--- config.mk ---
export PLATFORM = sky130hd
export DESIGN_NAME = line_buf_1bit_ctrl
export DESIGN_NICKNAME = d
export VERILOG_FILES = /design/src/rtl/line_buf_1bit_ctrl.sv
export SDC_FILE = /design/constraint.sdc
export NUM_CORES = 1
export LEC_CHECK = 0
export CORE_MARGIN = 10
export CORE_UTILIZATION = 45
export CTS_CLUSTER_SIZE = 28
export DETAILED_ROUTE_END_ITERATION = 7
export PLACE_DENSITY = 0.74
export RECOVER_POWER = 100
export SLEW_MARGIN = 20
export SYNTH_ARGS = -nofsm -noshare
export SYNTH_HDL_FRONTEND = slang
export SYNTH_SLANG_ARGS = --single-unit
export TNS_END_PERCENT = 100
--- constraint.sdc ---
create_clock -name clk -period 3.95 [get_ports clk]
set_input_delay 0.79 -clock clk [delete_from_list [all_inputs] [get_ports clk]]
set_output_delay 0.79 -clock clk [all_outputs]
set_load 0.05 [all_outputs]
--- src/rtl/line_buf_1bit_ctrl.sv ---
// rtl/line_buf_1bit_ctrl.sv - cascade controller for two 1-bit line FIFOs forming a 3-row window
module line_buf_1bit_ctrl #(
  parameter int IMG_W = 640,
  parameter int IMG_H = 480,
  parameter int CNT_W = 11
) (
  input  logic             clk,
  input  logic             rst_n,
  input  logic             frame_start,
  input  logic             pix_vld,
  input  logic             pix_in,
  output logic             fifo0_wr_en,
  output logic             fifo0_wr_data,
  output logic             fifo0_rd_en,
  input  logic             fifo0_rd_data,
  input  logic             fifo0_full,
  input  logic             fifo0_empty,
  output logic             fifo1_wr_en,
  output logic             fifo1_wr_data,
  output logic             fifo1_rd_en,
  input  logic             fifo1_rd_data,
  input  logic             fifo1_full,
  input  logic             fifo1_empty,
  output logic             win_vld,
  output logic             tap0,
  output logic             tap1,
  output logic             tap2,
  output logic [CNT_W-1:0] col_cnt,
  output logic [CNT_W-1:0] line_cnt,
  output logic             busy,
  output logic             err_ovf,
  output logic             err_udf,
  output logic             err_abort
);

  typedef enum logic [2:0] {
    S_IDLE,
    S_FILL0,
    S_FILL1,
    S_STREAM,
    S_FLUSH
  } state_t;

  localparam logic [CNT_W-1:0] COL_LAST  = CNT_W'(IMG_W - 1);
  localparam logic [CNT_W-1:0] LINE_LAST = CNT_W'(IMG_H - 1);

  state_t state, state_nxt;
  logic   wr_pend;     // FIFO0 was read for forwarding last cycle; its data goes to FIFO1 now
  logic   start_pend;  // a frame_start is waiting for the flush to finish
  logic   win_vld_q;
  logic   tap0_q, tap1_q, tap2_q;
  logic   wr0, rd0, rd1;
  logic   active, abort, take, col_wrap, flush_done, stream_take, fwd;

  assign active      = (state == S_FILL0) || (state == S_FILL1) || (state == S_STREAM);
  assign abort       = active && frame_start;
  // The pixel arriving with an abort is dropped
  assign take        = active && pix_vld && !frame_start;
  assign col_wrap    = take && (col_cnt == COL_LAST);
  assign flush_done  = fifo0_empty && fifo1_empty && !wr_pend;
  assign stream_take = take && (state == S_STREAM);
  assign fwd         = rd0 && (state != S_FLUSH);

  // Next-state and FIFO enable decode
  always_comb begin
    state_nxt = state;
    wr0       = 1'b0;
    rd0       = 1'b0;
    rd1       = 1'b0;
    case (state)
      S_IDLE: begin
        if (frame_start) begin
          state_nxt = S_FILL0;
          wr0       = pix_vld;
        end
      end
      S_FILL0: begin
        wr0 = take;
        if (abort)         state_nxt = S_FLUSH;
        else if (col_wrap) state_nxt = S_FILL1;
      end
      S_FILL1: begin
        wr0 = take;
        rd0 = take;
        if (abort)         state_nxt = S_FLUSH;
        else if (col_wrap) state_nxt = S_STREAM;
      end
      S_STREAM: begin
        wr0 = take;
        rd0 = take;
        rd1 = take;
        if (abort)                                   state_nxt = S_FLUSH;
        else if (col_wrap && line_cnt == LINE_LAST)  state_nxt = S_FLUSH;
      end
      S_FLUSH: begin
        rd0 = !fifo0_empty;
        rd1 = !fifo1_empty;
        if (flush_done) state_nxt = (start_pend || frame_start) ? S_FILL0 : S_IDLE;
      end
      default: state_nxt = S_IDLE;
    endcase
  end

  assign fifo0_wr_en   = wr0;
  assign fifo0_wr_data = pix_in;
  assign fifo0_rd_en   = rd0;
  assign fifo1_rd_en   = rd1;
  assign fifo1_wr_en   = wr_pend;
  // FIFO0 output is valid the cycle after its read, which is when the FIFO1 write fires
  assign fifo1_wr_data = fifo0_rd_data;
  assign busy          = (state != S_IDLE);

  // State, transfer pipeline and pending-start register
  always_ff @(posedge clk or negedge rst_n) begin
    if (!rst_n) begin
      state      <= S_IDLE;
      wr_pend    <= 1'b0;
      start_pend <= 1'b0;
    end else begin
      state   <= state_nxt;
      wr_pend <= fwd;
      if (state == S_FLUSH && flush_done)
        start_pend <= 1'b0;
      else if (abort || (state == S_FLUSH && frame_start))
        start_pend <= 1'b1;
    end
  end

  // Column/line counters; the pixel with frame_start in IDLE is already column 0
  always_ff @(posedge clk or negedge rst_n) begin
    if (!rst_n) begin
      col_cnt  <= '0;
      line_cnt <= '0;
    end else if (state == S_IDLE && frame_start) begin
      col_cnt  <= pix_vld ? CNT_W'(1) : '0;
      line_cnt <= '0;
    end else if (state == S_FLUSH && state_nxt == S_FILL0) begin
      col_cnt  <= '0;
      line_cnt <= '0;
    end else if (take) begin
      if (col_wrap) begin
        col_cnt  <= '0;
        line_cnt <= line_cnt + CNT_W'(1);
      end else begin
        col_cnt <= col_cnt + CNT_W'(1);
      end
    end
  end

  // Window taps: tap0 registered, tap1/tap2 captured from FIFO outputs and held between windows
  always_ff @(posedge clk or negedge rst_n) begin
    if (!rst_n) begin
      win_vld_q <= 1'b0;
      tap0_q    <= 1'b0;
      tap1_q    <= 1'b0;
      tap2_q    <= 1'b0;
    end else begin
      win_vld_q <= stream_take;
      if (stream_take) tap0_q <= pix_in;
      if (win_vld_q) begin
        tap1_q <= fifo0_rd_data;
        tap2_q <= fifo1_rd_data;
      end
    end
  end

  assign win_vld = win_vld_q;
  assign tap0    = tap0_q;
  assign tap1    = win_vld_q ? fifo0_rd_data : tap1_q;
  assign tap2    = win_vld_q ? fifo1_rd_data : tap2_q;

  // Sticky protocol error flags
  always_ff @(posedge clk or negedge rst_n) begin
    if (!rst_n) begin
      err_ovf   <= 1'b0;
      err_udf   <= 1'b0;
      err_abort <= 1'b0;
    end else begin
      if ((wr0 && fifo0_full) || (wr_pend && fifo1_full)) err_ovf <= 1'b1;
      if (state != S_FLUSH && ((rd0 && fifo0_empty) || (rd1 && fifo1_empty))) err_udf <= 1'b1;
      if (abort) err_abort <= 1'b1;
    end
  end

endmodule

Word-level counts from Yosys, hierarchy flattened
Index checks and enable logic that the tools add are counted.

Flip-flop bits (word level): 34. Bits of input ports: 11. Output and inout port bits: 36. Logic and storage cells: 85.

$add $sub $neg: 2. Eq/ne operators: 8. Mux-type cells: 27. Reduce and logical (&&, ||, !) cells: 36.

Operators by type and width (count): 2-to-1 mux 11 bit (8); 2-to-1 mux 3 bit (8); adder 11 x 1 -> 11 bit, second input constant (2); logical AND 1 bit (18); case mux 3 bit (5 select lines) (1); equality test 11 x 10 -> 1 bit, second input constant (1); equality test 11 x 9 -> 1 bit, second input constant (1); nonzero test 3 bit (3); 2-to-1 mux 1 bit (7); equality test 3 x 1 -> 1 bit, second input constant (2); equality test 3 x 2 -> 1 bit, second input constant (2); logical OR 1 bit (6); case mux 1 bit (2 select lines) (3); zero test 1 bit (4); equality test 3 bit, second input constant (1); zero test 3 bit (1); inequality test 3 bit, second input constant (1); OR reduction 3 bit (1); AND reduction 2 bit (1); nonzero test 2 bit (1); OR reduction 2 bit (1).

Depth between registers and ports, before layout
Depth after elaboration: 14. Depth in mapped cells: 7.

Worst setup path after synthesis
OpenSTA, ideal clock, no wires.

Kind: register -> output. From: register state[1]. To: output fifo0_rd_en. Data arrival time: 2076 ps. Data required time: 3160 ps. Slack: 1084 ps. Stages on the path, launching flop included: 5. Path buffers: 1. Cells stage by stage: dfrtp_1 > clkbuf_1 > nor2_1 > nand2_1 > o21ai_0.

Word-level cells in the longest chain between the ends: 6.

RTL lines: start, declared (line 47) `state_t state, state_nxt;`; start signal, assigned (line 120) `state <= state_nxt;`; equality test 3 x 1 -> 1 bit or equality test 3 x 2 -> 1 bit (tied branches) (line 55, 70); logical OR 1 bit (2 in a row) (line 55) `assign active = (state == S_FILL0) || (state == S_FILL1) || (state == S_STREAM);`; logical AND 1 bit (2 in a row) (line 58) `assign take = active && pix_vld && !frame_start;`; case mux 1 bit (2 select lines) * (line 70) `case (state)`; end, declared (line 14) `output logic fifo0_rd_en,`.

Mark *: on every way between the ends. The rest lies on a longest branch, timed or not.

Worst setup path after layout
From: input frame_start. To: output fifo0_wr_en.

Word-level cells in the longest chain between the ends: 3.

RTL lines: start, declared (line 9) `input logic frame_start,`; zero test 1 bit (line 58); logical AND 1 bit (line 58); case mux 1 bit (2 select lines) * (line 70); end, declared (line 12) `output logic fifo0_wr_en,`.

Marked as above.

==> run metrics <==
Critical Path Source=frame_start; GRT Resource Usage Total=12.7%; die height=83.8 um; worst setup path endpoint=fifo0_wr_en; layout cells sized above 1=4.86%; Via density=5.43; Leakage=1.05 nW; failing checks=capacitance limit, slew limit; Post-DRT Antenna Nets=0; vias=1614; Cell Chain, Critical Path=dlygate4sd3_1, clkbuf_1, xnor2_1, and3_1, clkdlybuf4s50_1; router iterations before antenna repair=4; Crit. path cell count=5; gpl congestion=0.817; Critical Path Sink Type=output pin; Peak VDD IR=0.000181 V; Avg Inst Size Synth=9.20 um^2; min-delay worst type=register to register; fin. max-slew vios=35; die area=7020 um^2; Psw=0.442 mW; post-CTS setup buffers=0; final setup fails=0; Final Hold Slack=0.461 ns; Startpoint Class=primary input; final hold vios=0; ys flop type=dfrtp_1; final setup skew=0.00978 ns; H-Tree Depth=2; family with the most delay on the worst path=buffers and inverters; DRC viols=0; CP peak stage delay=0.81 ns; CP required=3.16 ns; CP arrival=2.85 ns; unrepaired setup endpoints after global routing=no; final-stage net count=260; initial antenna violation count=0; setup TNS=0 ns; r2r endpoint=col_cnt[0]; Pint=0.625 mW; Sw Ratio=41.4%; Clock Power Share=22.7%; DRT iter0 DRCs=124; number of distinct library cells after synthesis=43; worst-margin pin slew=1.78 ns; post-route clock period utilization=92.1%; Gate power share=37.1%; Worst path slowest cell=clkdlybuf4s50_1; post-synthesis async set-or-reset flop share=100%; number of flops mapped to enable cells by yosys=0; FF/Latch Area=851 um^2; CTS tree=done; outcome=complete, but fails checks; Area growth syn-to-layout=29.9%; Core Region=3970 um^2; Root Buffer Master=clkbuf_8; Sink Count=34; Total Wirelength=4450 um; multi-input logic area=892 um^2; drt wl/cell=15.0 um; Crit Path Class=primary input to output pin; Clock Path Buffers=2; Reg power frac=40.3%; CTS buffer count=5; post-synthesis register bit count=34; Die X=83.8 um; I/O pin cnt=47; Slew Limit Headroom=-18.6%; Initial Util=46.1%; Fill cells=382; Synth Net Count=212; vias in the first global route=1561; yosys warns=0; Worst-path clk slew=0.06 ns; sequential area share after synthesis=46.5%; max-cap violations=1; PortBufs=46; worst reg2reg path startpoint=col_cnt[7]; Worst-Skew Late Latency=0.29 ns; Max Fclk=0.275 GHz; largest net degree at the start of global routing=35; min cycle time layout=3.64 ns; DP HPWL=3270 um; R2R Setup Slk=1.36 ns; ANT cells=0; Max FO, Critical Path=9; Buf/Inv on CP=3; R2R depth=5; Post-CTS Resized=0; pwr dens=449 nW/um^2; Row Count=23; Post-Synthesis Cells=199; Hold-fix buffers, CTS=0; Syn Std Cell Area=1830 um^2; grt ovf=0; first-pass GRT wire length=7390 um
[final cells by class]
| cell class | instances | area share (%) |
|---|---|---|
| sequential | 34 | 35.8 |
| multi-input combinational | 151 | 37.5 |
| timing repair buffer | 50 | 20.1 |
| tap | 50 | 2.63 |
| clock buffer | 7 | 3.21 |
| inverter | 5 | 0.789 |
[sequential cells by signal, indices dropped and copies added (netlist names)]
register     cells
err_udf          1
win_vld          1
line_cnt        11
start_pend       1
err_ovf          1
fifo1_wr_en      1
err_abort        1
tap2_q           1
tap1_q           1
tap0             1
col_cnt         11
state            3
[metrics by stage]
step / cell area [um^2] / power (mW) / worst slack [ns] / utilization, % / std cells
after floorplan: 1830 / 0.709 / 1.08 / - / 199
after global placement: 2330 / 0.845 / 0.516 / 58.7 / 290
after detailed placement: 2330 / 0.848 / 0.521 / 58.7 / 290
after CTS: 2410 / 1.10 / 0.505 / 60.6 / 297
after global routing: 2380 / 1.13 / 0.221 / 59.9 / 297
final: 2380 / 1.07 / 0.311 / 59.9 / 297
[power groups by stage]
stage | clock network [mW] | logic, mW | registers (mW)
after CTS | 0.252 | 0.414 | 0.429
after global placement | 0 | 0.410 | 0.436
final | 0.242 | 0.395 | 0.430
after floorplan | 0 | 0.255 | 0.454
after detailed placement | 0 | 0.411 | 0.437
after global routing | 0.265 | 0.433 | 0.437
[worst min path at each step]
stage          startpoint          to  slack (ns)  cells after the start
2_1_floorplan       rst_n  col_cnt[0]        0.49                      0
3_3_place_gp    err_abort   err_abort        0.45                      1
3_5_place_dp    err_abort   err_abort        0.46                      1
4_1_cts         err_abort   err_abort        0.47                      1
5_1_grt           err_udf     err_udf        0.51                      1
6_report        err_abort   err_abort        0.46                      1
[worst register-to-register path: stages (launching register included)]
cell     delay [ns]
dfrtp_1        0.42
or4b_1         0.59
or4_1          0.78
nand2_1        0.35
nor3b_1        0.09
a221o_1        0.26
[layer usage]
layer	routed length, um	part of all wire (%)	GRT usage, %	vias to the layer above
met1	1980	44	14.3	772
met3	327	7.3	5.47	6
li1	-	-	-	801
met4	78	1.8	5.18	0
met2	2070	46	20.6	35
met5	0	0	0	-
[logic make-up after synthesis]
kind of cell | Yosys count | share of synthesized area, %
xor+xnor | 15 | 7.18
compound gates | 32 | 11.1
fa+ha+maj | 2 | 1.37
flops | 34 | 46.5
mux | 6 | 3.49
buf+inv | 14 | 3.76
simple gates | 96 | 26.7
[cells in the mapped netlist, drive strengths merged (2+ instances only)]
cell type / number / area (um^2)
a21oi: 9 / 45.0
a221o: 2 / 20.0
a31oi: 2 / 12.5
and3: 2 / 12.5
buf: 4 / 31.3
clkbuf: 5 / 18.8
dfrtp: 34 / 851
ha: 2 / 25.0
inv: 5 / 18.8
mux2: 3 / 33.8
mux2i: 3 / 30.0
nand2: 23 / 86.3
nand2b: 3 / 18.8
nand3: 7 / 35.0
nand4: 5 / 31.3
nor2: 27 / 101
nor3: 7 / 35.0
nor3b: 2 / 15.0
nor4: 6 / 52.6
o211ai: 2 / 15.0
o21ai: 8 / 40.0
or2: 3 / 18.8
or3: 5 / 31.3
xnor2: 11 / 96.3
xor2: 4 / 35.0
[placed cells by master, fill, tap and decap left out, drive strengths merged, types with 2 or more instances in the layout]
master	synthesis	final
nand2	23	23
nor2	27	27
nor3	7	7
xnor2	11	11
o21ai	8	8
a221o	2	2
nand3	7	7
or3	5	5
dlygate4sd3	0	39
or2	3	3
o211ai	2	2
nor3b	2	2
buf	4	2
and3	2	2
clkdlybuf4s50	0	6
inv	5	5
nand4	5	5
nand2b	3	3
ha	2	2
nor4	6	6
xor2	4	4
dfrtp	34	34
a31oi	2	2
a21oi	9	9
mux2i	3	3
mux2	3	3
clkbuf	5	10
(Power assumes the default switching activity.)
==> variant 1, RTL diff (same flow settings) <==
Encoding of `state_t`: now Gray code (3 bits for 5 states).
--- a/src/rtl/line_buf_1bit_ctrl.sv
+++ b/src/rtl/line_buf_1bit_ctrl.sv
@@ -36,7 +36,7 @@
   typedef enum logic [2:0] {
-    S_IDLE,
-    S_FILL0,
-    S_FILL1,
-    S_STREAM,
-    S_FLUSH
+    S_IDLE   = 3'b000,
+    S_FILL0  = 3'b001,
+    S_FILL1  = 3'b011,
+    S_STREAM = 3'b010,
+    S_FLUSH  = 3'b110
   } state_t;
Function: same outputs for any inputs over 10 cycles, from zero or initial values and one cycle with rst_n low; not proved beyond that.
==> variant 1 against the original RTL <==
- the run still ends with capacitance limit, slew limit left
- sequential cell count did not move
- routed wire length rose by 6.3%
- first-iteration DRC count fell by 56%
- critical endpoint is now fifo1_rd_en
- non-clock buffer count fell by 3
- critical path type unchanged
- synthesized area rose by 4.8%
- clock skew fell by 0.0011 ns
- cell area rose by 3.6%
- sequential power rose by 10%
- final cell count fell by 3.0%
- worst setup slack improved by 0.16 ns
- total power rose by 29%
==> variant 1: results (changes against the original RTL) <==
Worst Path Arrival -> 2.69 ns (-0.16 ns)
largest cells by area after synthesis -> dfrtp_1 (44%), mux2i_1 (4.7%), mux2_2 (2.9%)
post-synthesis cell type count -> 48 (+12%)
Worst R2R Setup Slack -> 1.65 ns (+0.29 ns)
Slew Viols, Final -> 35 (unchanged)
via/cell ratio -> 5.55 (+2.0%)
Worst Max-Slew Pin Slew -> 1.82 ns (+0.0456 ns)
Critical Path Sink -> fifo1_rd_en
vias in the first global route -> 1650 (+5.7%)
GR Util met1 -> 0.154 (+0.0115)
total power -> 1.37 mW (+29%)
Final Wtd Congestion -> 0.823 (+0.75%)
met3 usage -> 0.0535 (-0.00115)
status -> finished, violations left
multi-input logic area -> 953 um^2 (+6.9%)
Clk power -> 0.312 mW (+29%)
Critical-path top delay cell -> dlygate4sd3_1
Leakage -> 1.11 nW (+5.6%)
switching share of power -> 0.431 (+0.0170)
met2 Use GR -> 0.216 (+0.00967)
Clock Skews -> 0.00865 ns (-0.00113 ns)
detailed placement HPWL -> 3560 um (+8.8%)
post-layout net count -> 250 (-3.8%)
initial DRC count -> 54 (-56%)
fin crit share -> 0.881 (-0.0400)
cell count after synthesis -> 192 (-3.5%)
layout cell share with drive strength beyond 1 -> 0.0966 (+0.0481)
total track usage -> 0.134 (+0.00668)
maximum vdd drop -> 0.218 mV (+20%)
DP Worst Slack -> 0.854 ns (+0.333 ns)
Max-cap violations -> 1 (unchanged)
Largest stage delay, worst path -> 0.67 ns (-0.14 ns)
Post-synth ARST share -> 1.00 (unchanged)
FF-to-FF End -> line_cnt[3]
Comb power frac -> 0.428 (+0.057)
fill count -> 372 (-2.6%)
Post-DP Area -> 0.00238 mm^2 (+2.1%)
CP Max Fanout -> 10 (+1)
wl on met1 -> 2050 um (+3.5%)
final WL -> 4730 um (+6.3%)
DP Cell Count -> 280 (-3.4%)
metal2 WL -> 2230 um (+8.1%)
failing checks -> capacitance limit, slew limit
first-pass GRT wire length -> 8100 um (+9.6%)
sequential area share after synthesis -> 0.444 (-0.0212)
final hold slack -> 0.466 ns (+0.00527 ns)
synth cell count leaders -> dfrtp_1 (34), nand2_1 (14), nor2_1 (14)
family with the most delay on the worst path -> buffers and inverters
variant 1: cell types whose count changed after synthesis, sizes merged, moves of 4 or more:
cell,delta
xor2,-4
nand2,-7
nor4,-6
inv,+5
nor2,-11
o21ai,-4
and3,+5
xnor2,-5
o22ai,+4
mux2i,+6
a22o,+4
a211oi,+4
variant 1: final cells by class:
type / instances / area share
Clock inverter: 3 / 0.0163
Sequential cell: 34 / 0.346
Timing Repair Buffer: 47 / 0.182
Tap cell: 50 / 0.0254
Multi-Input combinational cell: 139 / 0.387
Clock buffer: 5 / 0.0279
Inverter: 10 / 0.0152
variant 1: cell families after synthesis:
logic type / count (synthesis) / share of synthesized area
XOR/XNOR: 6 / 0.0274
flip-flops: 34 / 0.444
multiplexers: 14 / 0.0763
AND/OR/NAND/NOR: 75 / 0.221
adder cells (fa/ha/maj): 2 / 0.0130
AO/OA/AOI/OAI: 42 / 0.168
buffers and inverters: 19 / 0.0509
==> variant 2, RTL diff (same flow settings) <==
Without the edit above. The parameter `CNT_W` goes from 11 to 22.
--- a/src/rtl/line_buf_1bit_ctrl.sv
+++ b/src/rtl/line_buf_1bit_ctrl.sv
@@ -4,3 +4,3 @@
   parameter int IMG_H = 480,
-  parameter int CNT_W = 11
+  parameter int CNT_W = 22
 ) (
Ports: changed (resized col_cnt and line_cnt); port bits go from 47 to 69. The function was not compared with the original's and may differ.
==> variant 2 against the original RTL <==
- critical path type unchanged
- via count is 88% higher
- hold slack improved by 0.0071 ns
- total power grew 35%
- sequential cell count up 22
- cell area grew 70%
- routed wire length is 97% higher
- highest routed layer unchanged
- the flow still finishes with violations (capacitance limit, slew limit)
- synthesized area increased by 77%
- worst setup slack improved by 0.068 ns
==> variant 2: results (changes against the original RTL) <==
status -> finished, violations left
failing checks -> capacitance limit, slew limit
Critical-path top delay cell -> dlygate4sd3_1
Area Overhead vs Synth -> 24.8%
Final Wtd Congestion -> 0.840 (+2.8%)
final WL -> 8760 um (+97%)
Max-cap violations -> 1 (unchanged)
largest net degree at the start of global routing -> 44 (+26%)
clock buffers -> 5 (-2)
inverter count -> 6 (+1)
Slew Viols, Final -> 44 (+26%)
biggest regs -> col_cnt x22, line_cnt x22, state x3
Worst Reg-to-Reg Cells -> 4 (-1)
final core utilization -> 0.584 (-0.0144)
multi-input gates -> 260 (+72%)
Worst R2R Setup Slack -> 1.19 ns (-0.17 ns)
multi-input combinational area share -> 0.419 (+0.0440)
metal2 WL -> 4110 um (+99%)
count of non-CTS buffers in the layout -> 74 (+48%)
Worst Max-Slew Pin Slew -> 2.30 ns (+0.523 ns)
Post-DP Area -> 0.00396 mm^2 (+70%)
Avg Cell Area, Syn -> 9.26 um^2 (+0.71%)
NonClk Buf Share -> 0.176 (-0.0250)
Largest stage delay, worst path -> 0.92 ns (+0.11 ns)
FF-to-FF End -> col_cnt[5]
met3 wire length -> 563 um (+72%)
Clk Latency, worst-skew pair -> 0.31 ns (+0.02 ns)
Clock Skews -> 0.00677 ns (-0.00301 ns)
first-pass GRT wire length -> 14700 um (+99%)
PortBufs -> 68 (+48%)
Clk power -> 0.327 mW (+35%)
Mapped Nets -> 362 (+71%)
final hold slack -> 0.468 ns (+0.00710 ns)
post-synthesis cell type count -> 50 (+16%)
GR Util met1 -> 0.201 (+0.0577)
layout cell share with drive strength beyond 1 -> 0.0446 (-0.00403)
variant 2: worst max-delay path by stage:
stage / from / cells past startpoint / end
detailed placement: frame_start / 4 / fifo0_wr_en
floorplan: state[0] / 5 / fifo0_wr_en
finish: frame_start / 4 / fifo0_wr_en
global placement: frame_start / 4 / fifo0_wr_en
global route: frame_start / 4 / fifo0_wr_en
CTS: frame_start / 4 / fifo0_wr_en
variant 2: logic make-up (layout without fill, tap and decap cells):
logic type	Yosys count	in the layout	share of synthesized area
muxes	19	19	0.0600
adders and majority gates	2	2	0.00774
and+or+nand+nor	158	158	0.281
DFF	56	56	0.433
buffers and inverters	33	88	0.0449
xor gates and xnor gates	7	7	0.0190
AOI/OAI and AO/OA	74	74	0.154
variant 2: through the flow:
stage	total power, mW	worst slack [ns]
after global routing	1.51	0.271
after floorplan	0.987	0.839
final	1.44	0.379
after detailed placement	1.14	0.505
after global placement	1.12	0.562
after CTS	1.46	0.486
